### src/rtl/pcpi_initiator.sv
// PCPI initiator: accepts one command at a time, presents it on the PCPI
// request port, and returns exactly one response. The response is a
// coprocessor result, an unclaimed timeout or a watchdog abort.
module pcpi_initiator #(
   parameter int TIMEOUT_CYCLES  = 16,
   parameter int WATCHDOG_CYCLES = 1024
) (
   input  logic        clkIn,
   input  logic        rstLowIn,
   // command side
   input  logic        cmdValidIn,
   output logic        cmdReadyOut,
   input  logic [31:0] cmdInstIn,
   input  logic [31:0] cmdRs1In,
   input  logic [31:0] cmdRs2In,
   // PCPI side
   output logic        pcipValidOut,
   output logic [31:0] pcipInstOut,
   output logic [31:0] pcipRs1Out,
   output logic [31:0] pcipRs2Out,
   input  logic        pcipWaitIn,
   input  logic        pcipReadyIn,
   input  logic        pcipWrIn,
   input  logic [31:0] pcipRdIn,
   // response side
   output logic        rspValidOut,
   input  logic        rspReadyIn,
   output logic [31:0] rspDataOut,
   output logic        rspWrOut,
   output logic [1:0]  rspStatusOut
);

   localparam int MAX_CYC = (TIMEOUT_CYCLES > WATCHDOG_CYCLES) ? TIMEOUT_CYCLES : WATCHDOG_CYCLES;
   localparam int CW      = (MAX_CYC > 2) ? $clog2(MAX_CYC) : 1;
   localparam logic [CW-1:0] TO_LAST = CW'(TIMEOUT_CYCLES - 1);
   localparam logic [CW-1:0] WD_LAST = CW'(WATCHDOG_CYCLES - 1);

   localparam logic [1:0] ST_OK      = 2'b00;
   localparam logic [1:0] ST_UNCLAIM = 2'b01;
   localparam logic [1:0] ST_ABORT   = 2'b10;

   typedef enum logic [1:0] {IDLE, ISSUE, WAIT, RESP} state_t;

   state_t        state_q, state_d;
   logic [CW-1:0] cnt_q, cnt_d;
   logic [31:0]   inst_q, inst_d;
   logic [31:0]   rs1_q, rs1_d;
   logic [31:0]   rs2_q, rs2_d;
   logic [31:0]   rdata_q, rdata_d;
   logic          rwr_q, rwr_d;
   logic [1:0]    rstat_q, rstat_d;

   // State and datapath registers; reset clears everything asynchronously.
   always_ff @(posedge clkIn or negedge rstLowIn) begin
      if (!rstLowIn) begin
         state_q <= IDLE;
         cnt_q   <= '0;
         inst_q  <= '0;
         rs1_q   <= '0;
         rs2_q   <= '0;
         rdata_q <= '0;
         rwr_q   <= 1'b0;
         rstat_q <= 2'b00;
      end else begin
         state_q <= state_d;
         cnt_q   <= cnt_d;
         inst_q  <= inst_d;
         rs1_q   <= rs1_d;
         rs2_q   <= rs2_d;
         rdata_q <= rdata_d;
         rwr_q   <= rwr_d;
         rstat_q <= rstat_d;
      end
   end

   // Next state: ready beats wait, wait beats timeout; the counter saturates
   // at its expiry value so it never wraps.
   always_comb begin
      state_d = state_q;
      cnt_d   = cnt_q;
      inst_d  = inst_q;
      rs1_d   = rs1_q;
      rs2_d   = rs2_q;
      rdata_d = rdata_q;
      rwr_d   = rwr_q;
      rstat_d = rstat_q;
      unique case (state_q)
         IDLE: begin
            if (cmdValidIn) begin
               state_d = ISSUE;
               cnt_d   = '0;
               inst_d  = cmdInstIn;
               rs1_d   = cmdRs1In;
               rs2_d   = cmdRs2In;
            end
         end
         ISSUE: begin
            if (pcipReadyIn) begin
               state_d = RESP;
               rdata_d = pcipRdIn;
               rwr_d   = pcipWrIn;
               rstat_d = ST_OK;
            end else if (pcipWaitIn) begin
               state_d = WAIT;
               cnt_d   = '0;
            end else if (cnt_q == TO_LAST) begin
               state_d = RESP;
               rdata_d = '0;
               rwr_d   = 1'b0;
               rstat_d = ST_UNCLAIM;
            end else begin
               cnt_d = cnt_q + 1'b1;
            end
         end
         WAIT: begin
            if (pcipReadyIn) begin
               state_d = RESP;
               rdata_d = pcipRdIn;
               rwr_d   = pcipWrIn;
               rstat_d = ST_OK;
            end else if (cnt_q == WD_LAST) begin
               state_d = RESP;
               rdata_d = '0;
               rwr_d   = 1'b0;
               rstat_d = ST_ABORT;
            end else begin
               cnt_d = cnt_q + 1'b1;
            end
         end
         RESP: begin
            if (rspReadyIn) state_d = IDLE;
         end
         default: state_d = IDLE;
      endcase
   end

   // Outputs are decoded from state or driven straight from registers.
   always_comb begin
      cmdReadyOut  = (state_q == IDLE);
      pcipValidOut = (state_q == ISSUE) || (state_q == WAIT);
      pcipInstOut  = inst_q;
      pcipRs1Out   = rs1_q;
      pcipRs2Out   = rs2_q;
      rspValidOut  = (state_q == RESP);
      rspDataOut   = rdata_q;
      rspWrOut     = rwr_q;
      rspStatusOut = rstat_q;
   end

endmodule

### config.mk
export PLATFORM = sky130hd
export DESIGN_NAME = pcpi_initiator
export DESIGN_NICKNAME = d
export VERILOG_FILES = /design/src/rtl/pcpi_initiator.sv
export SDC_FILE = /design/constraint.sdc
export NUM_CORES = 1
export LEC_CHECK = 0
export ABC_AREA = 1
export BUFFER_PORTS_ARGS = -buffer_cell sky130_fd_sc_hd__buf_2
export CAP_MARGIN = 20
export CORE_UTILIZATION = 48
export CTS_BUF_LIST = sky130_fd_sc_hd__clkbuf_16
export CTS_CLUSTER_SIZE = 28
export DETAILED_ROUTE_END_ITERATION = 7
export PLACE_DENSITY_LB_ADDON = 0.25
export REMOVE_ABC_BUFFERS = 1
export SYNTH_ARGS = -nofsm -noshare
export SYNTH_HDL_FRONTEND = slang
export SYNTH_SLANG_ARGS = --single-unit
### constraint.sdc
create_clock -name clkIn -period 2.09 [get_ports clkIn]
set_input_delay 0.209 -clock clkIn [delete_from_list [all_inputs] [get_ports clkIn]]
set_output_delay 0.209 -clock clkIn [all_outputs]
set_load 0.005 [all_outputs]
# == Word level (Yosys, flattened, before mapping) ==
# Index checks and enable logic that the tools add are counted.
# Widths: inputs -> output; s select.
# totals
reg_bits,143
inputBits,135
out_inout_bits,134
elab_cells,65
# classes
add_sub_neg,1
eq_ne,15
mux,33
reduce_logical,8
# op_table
op,n
$mux 32,5
$pmux 32 s2,1
$mux 10,6
$pmux 10 s3,1
$mux 2,12
$ne 3x3->1 const B,4
$add 10x1->10 const B,1
$eq 10x10->1 const B,1
$eq 10x4->1 const B,1
$ne 2x2->1 const B,4
$pmux 2 s4,1
$reduce_and 4->1,2
$reduce_and 6->1,1
$mux 1,5
$eq 2x2->1 const B,2
$ne 4x4->1 const B,1
$pmux 2 s2,1
$reduce_bool 3->1,1
$eq 2x1->1 const B,1
$logic_not 2->1,1
$ne 2x1->1 const B,1
$pmux 1 s2,1
$reduce_and 2->1,1
$reduce_bool 2->1,1
$logic_or 1x1->1,1

# == Longest topological paths before layout ==
# depth
ltp_word,5
mapped_depth,10
depth_no_buf,10

# == Least setup slack after synthesis ==
# Ideal clock, no wire load.
# synth_path
path_type,register to register
start,register state_q[0]
end,"register rs1_q[0], in the netlist pcipRs1Out[0]"
setup_ns,0.125
t_arrival_ns,1.574
required_time_ns,1.965
path_slack_ns,0.392
stages_incl_launch_ff,7
path_buffers,2
synth_period_minus_slack_ns,1.698
path_cell_list,dfrtp_1 > inv_1 > ha_1 > nand2_1 > buf_2 > buf_2 > mux2_2
# synth_via
elab_chain_len,2
# synth_lines
item,line_no,rtl
"start, declared",44,"state_t state_q, state_d;"
"start signal, assigned",65,state_q <= state_d;
$logic_not 2->1,-,
via cmdReadyOut,12,"output logic cmdReadyOut,"
$reduce_and 2->1 (no source line),-,
"end signal, assigned",68,rs1_q <= rs1_d;
"end, declared",47,"logic [31:0] rs1_q, rs1_d;"
# The timed path passes the listed nets, and every way through them passes these cells.
# A chain may end at the register's enable or synchronous reset.

# == Final worst setup path ==
# layout_path
start,register state_q[0]
end,"register rdata_q[6], in the netlist rspDataOut[6]"
# layout_via
elab_chain_len,3
word_cells_on_any_way,8
cone_classes,eq/ne (5); mux (1); reduce/logical (2)
# layout_lines
item,line_no,rtl
$eq 2x2->1 / $eq 2x1->1 (equally long branches),87,unique case (state_q)
$ne 3x3->1 (no source line) / $reduce_bool 2->1 (equally long branches),-,
$reduce_and 4->1 (no source line),-,
"end signal, assigned",70,rdata_q <= rdata_d;
"end, declared",49,"logic [31:0] rdata_q, rdata_d;"
# Parallel ways exist; a longest one is shown, timed or not.

==> reports/results.ini <==
[run_status]
status = finished, final reports clean

[setup_path]
reg2regPathDepth = 7
cp.required_ns = 2.44
path_cells = inv_1 > ha_1 > inv_2 > o211ai_4 > buf_6 > nand4_1 > nand2_1
worstPathArrival_ns = 2.26
cp-end-kind = register
startpoint_type = register
critical_path_class = reg2reg
cpMaxStageDelayCell = dfrtp_1
cpPeakStageDelay_ns = 0.42
crit_fanout = 28

[die]
dieWidth_um = 116
dieArea_sq_mm = 0.0135
start_util_pct = 49.4
fp.dieH_um = 116
rows = 41
ios = 269
core_sq_mm = 0.0127

[finish]
mostFrequentLayoutCells = buf_2 (267), nand2_1 (165), dfrtp_1 (143)
finalNetCount = 987
area_delta_synth_final_pct = 32.8
fin_area_sq_mm = 0.00832
layout-drive-gt1-share_pct = 48.2
layout_commonest_cell = buf_2
n_antenna_cell = 0

[sta]
rsz0062_at_grt = no
slew_violations = 0
setup_viol = 0
post-route-period-util_pct = 91.5
fmax_mhz = 523
worst_slack_ns = 0.178
hold_violations = 0
worst_slew_pin_slew_ns = 0.454
slew-limit-headroom_pct = 69.8
fin_skew_ns = 0.00908
period_minus_slack_ns = 1.91

[detailed_routing]
avgViaCountPerCell = 4.85
finalWirelength_um = 15200
drc = 0
wl_per_cell_um = 14.8
drtPass1Iterations = 4
ant_nets = 0
dr_total_vias = 4996
initialDrtViolationCount = 304

[clock_tree]
insertion_delay_ns = 0.41
cts_tree = done
cts_setup_buffers = 0
cts.htree.levels = 4
clk_pin_slew_ns = 0.06
cts.sinks = 143
cts_root_buffer = clkbuf_16
clock_path_buffers = 2
numCtsBuffers = 17

[global_routing]
gr-total-overflow = 0
grt_pass1_wl_um = 23500
grt_max_degree = 66
grtUsageTotal_pct = 23.0
antenna_found_initial = 0
grt_pass1_vias = 4708

[synth]
ys_seq_area_share_pct = 57.1
ys_ff_latch = 143
yosys_warnings = 0
netlist_instances = 577
syn-cell-area_sq_mm = 0.00626
yosysUniqueCellTypes = 28
syn_area_per_cell_sq_um = 10.9

[placed_design]
port_buffers = 268
pre_cts_slack_ns = 0.141
place_area_sq_mm = 0.00776
dp_hpwl_um = 11300
place.gp.congestion = 0.811

[power]
powerDensity_mw_per_mm2 = 1440
p_leak_nw = 4.59
ir_drop_v = 0.000792

[min_path]
hold_path_class = in2reg
min_path_cells = 2

[job]
maxCapViolations = 0

[power breakdown]
group          internal, W  switching, W  total (W)
clock network      0.00160       0.00111    0.00271
registers          0.00402      0.000606    0.00462
logic              0.00232       0.00233    0.00466
[path summary, 6_finish.rpt]
check                                           from                         end  slack (ns)
setup / recovery              state_q[0]$_DFFE_PN0P_   rspDataOut[6]$_DFFE_PN0P_        0.18
hold / removal                          cmdRs2In[26]  pcipRs2Out[26]$_DFFE_PN0P_        0.03
setup reg to reg              state_q[0]$_DFFE_PN0P_   rspDataOut[6]$_DFFE_PN0P_        0.18
hold reg to reg            rspDataOut[8]$_DFFE_PN0P_   rspDataOut[8]$_DFFE_PN0P_        0.47
max in group asynchronous                   rstLowIn  pcipRs2Out[14]$_DFFE_PN0P_        1.00
min in group asynchronous                   rstLowIn   rspDataOut[9]$_DFFE_PN0P_        0.27
[layer usage]
| layer | global-route usage [%] | wire, um |
|---|---|---|
| met1 | 27.4 | 6090 |
| met2 | 39.8 | 7960 |
| met3 | 5.81 | 990 |
| met4 | 8.80 | 206 |
| met5 | 0 | 0 |
[stage by stage]
step                total power (W)  utilization [%]  hold WS [ns]  cells  TNS, ns
finish                       0.0120             65.7        0.0272   1031        0
global route                 0.0128             65.7        0.0158   1031        0
CTS                          0.0121             65.5       0.00693   1030        0
detailed placement          0.00932             61.3         0.154    998        0
global placement            0.00910             61.3         0.150    998        0
floorplan                   0.00717                -       -0.0866    549  -119.24
[cell type report]
type / count / area, sq um
Fill cell: 1009 / 4350
Sequential cell: 143 / 3580
Multi-Input combinational cell: 355 / 2340
Timing Repair Buffer: 278 / 1470
Clock buffer: 17 / 425
Tap cell: 172 / 215
Inverter: 52 / 195
Clock inverter: 14 / 103
[synth_stat cells (all sizes together)]
master | number | share of area [%]
nand2 | 168 | 10
dfrtp | 143 | 57
mux2 | 96 | 17
inv | 52 | 3.1
nand4 | 40 | 4.1
buf | 28 | 2.9
nor2 | 23 | 1.7
nand3 | 10 | 1.2
ha | 5 | 1.0
a21oi | 4 | 0.32
o21ai | 2 | 0.16
a21boi | 1 | 0.18
nor3 | 1 | 0.080
o211ai | 1 | 0.34
o22ai | 1 | 0.10
xnor2 | 1 | 0.14
xor2 | 1 | 0.14
[kinds of logic (layout without fill, tap and decap cells)]
group | Yosys count | in the layout | share of synthesized area (%)
DFF | 143 | 143 | 57.1
muxes | 96 | 96 | 17.3
buffers and inverters | 80 | 361 | 5.97
AOI/OAI and AO/OA | 9 | 9 | 1.10
and+or+nand+nor | 242 | 243 | 17.3
xor gates and xnor gates | 2 | 2 | 0.280
adders and majority gates | 5 | 5 | 0.999
[what timing repair did]
| action | in CTS | in global routing |
|---|---|---|
| endpoints found under the setup margin | 0 | 33 |
| hold buffers | 1 | 0 |
| endpoints found under the hold margin | 42 | 0 |
| gates resized for setup | 0 | 2 |
[state kept, by name (all words and copies together), names as in the netlist]
signal / count
cnt_q: 10
rspStatusOut: 2
rspWrOut: 1
pcipRs1Out: 32
state_q: 2
rspDataOut: 32
pcipInstOut: 32
pcipRs2Out: 32
[critical path, delay by kind of cell, from the launching register on]
kind	cells	cell delay [ns]
adders and majority gates	1	0.30
and+or+nand+nor	2	0.23
buffers and inverters	3	0.51
DFF	1	0.42
AOI/OAI and AO/OA	1	0.38
(Power assumes the default switching activity.)
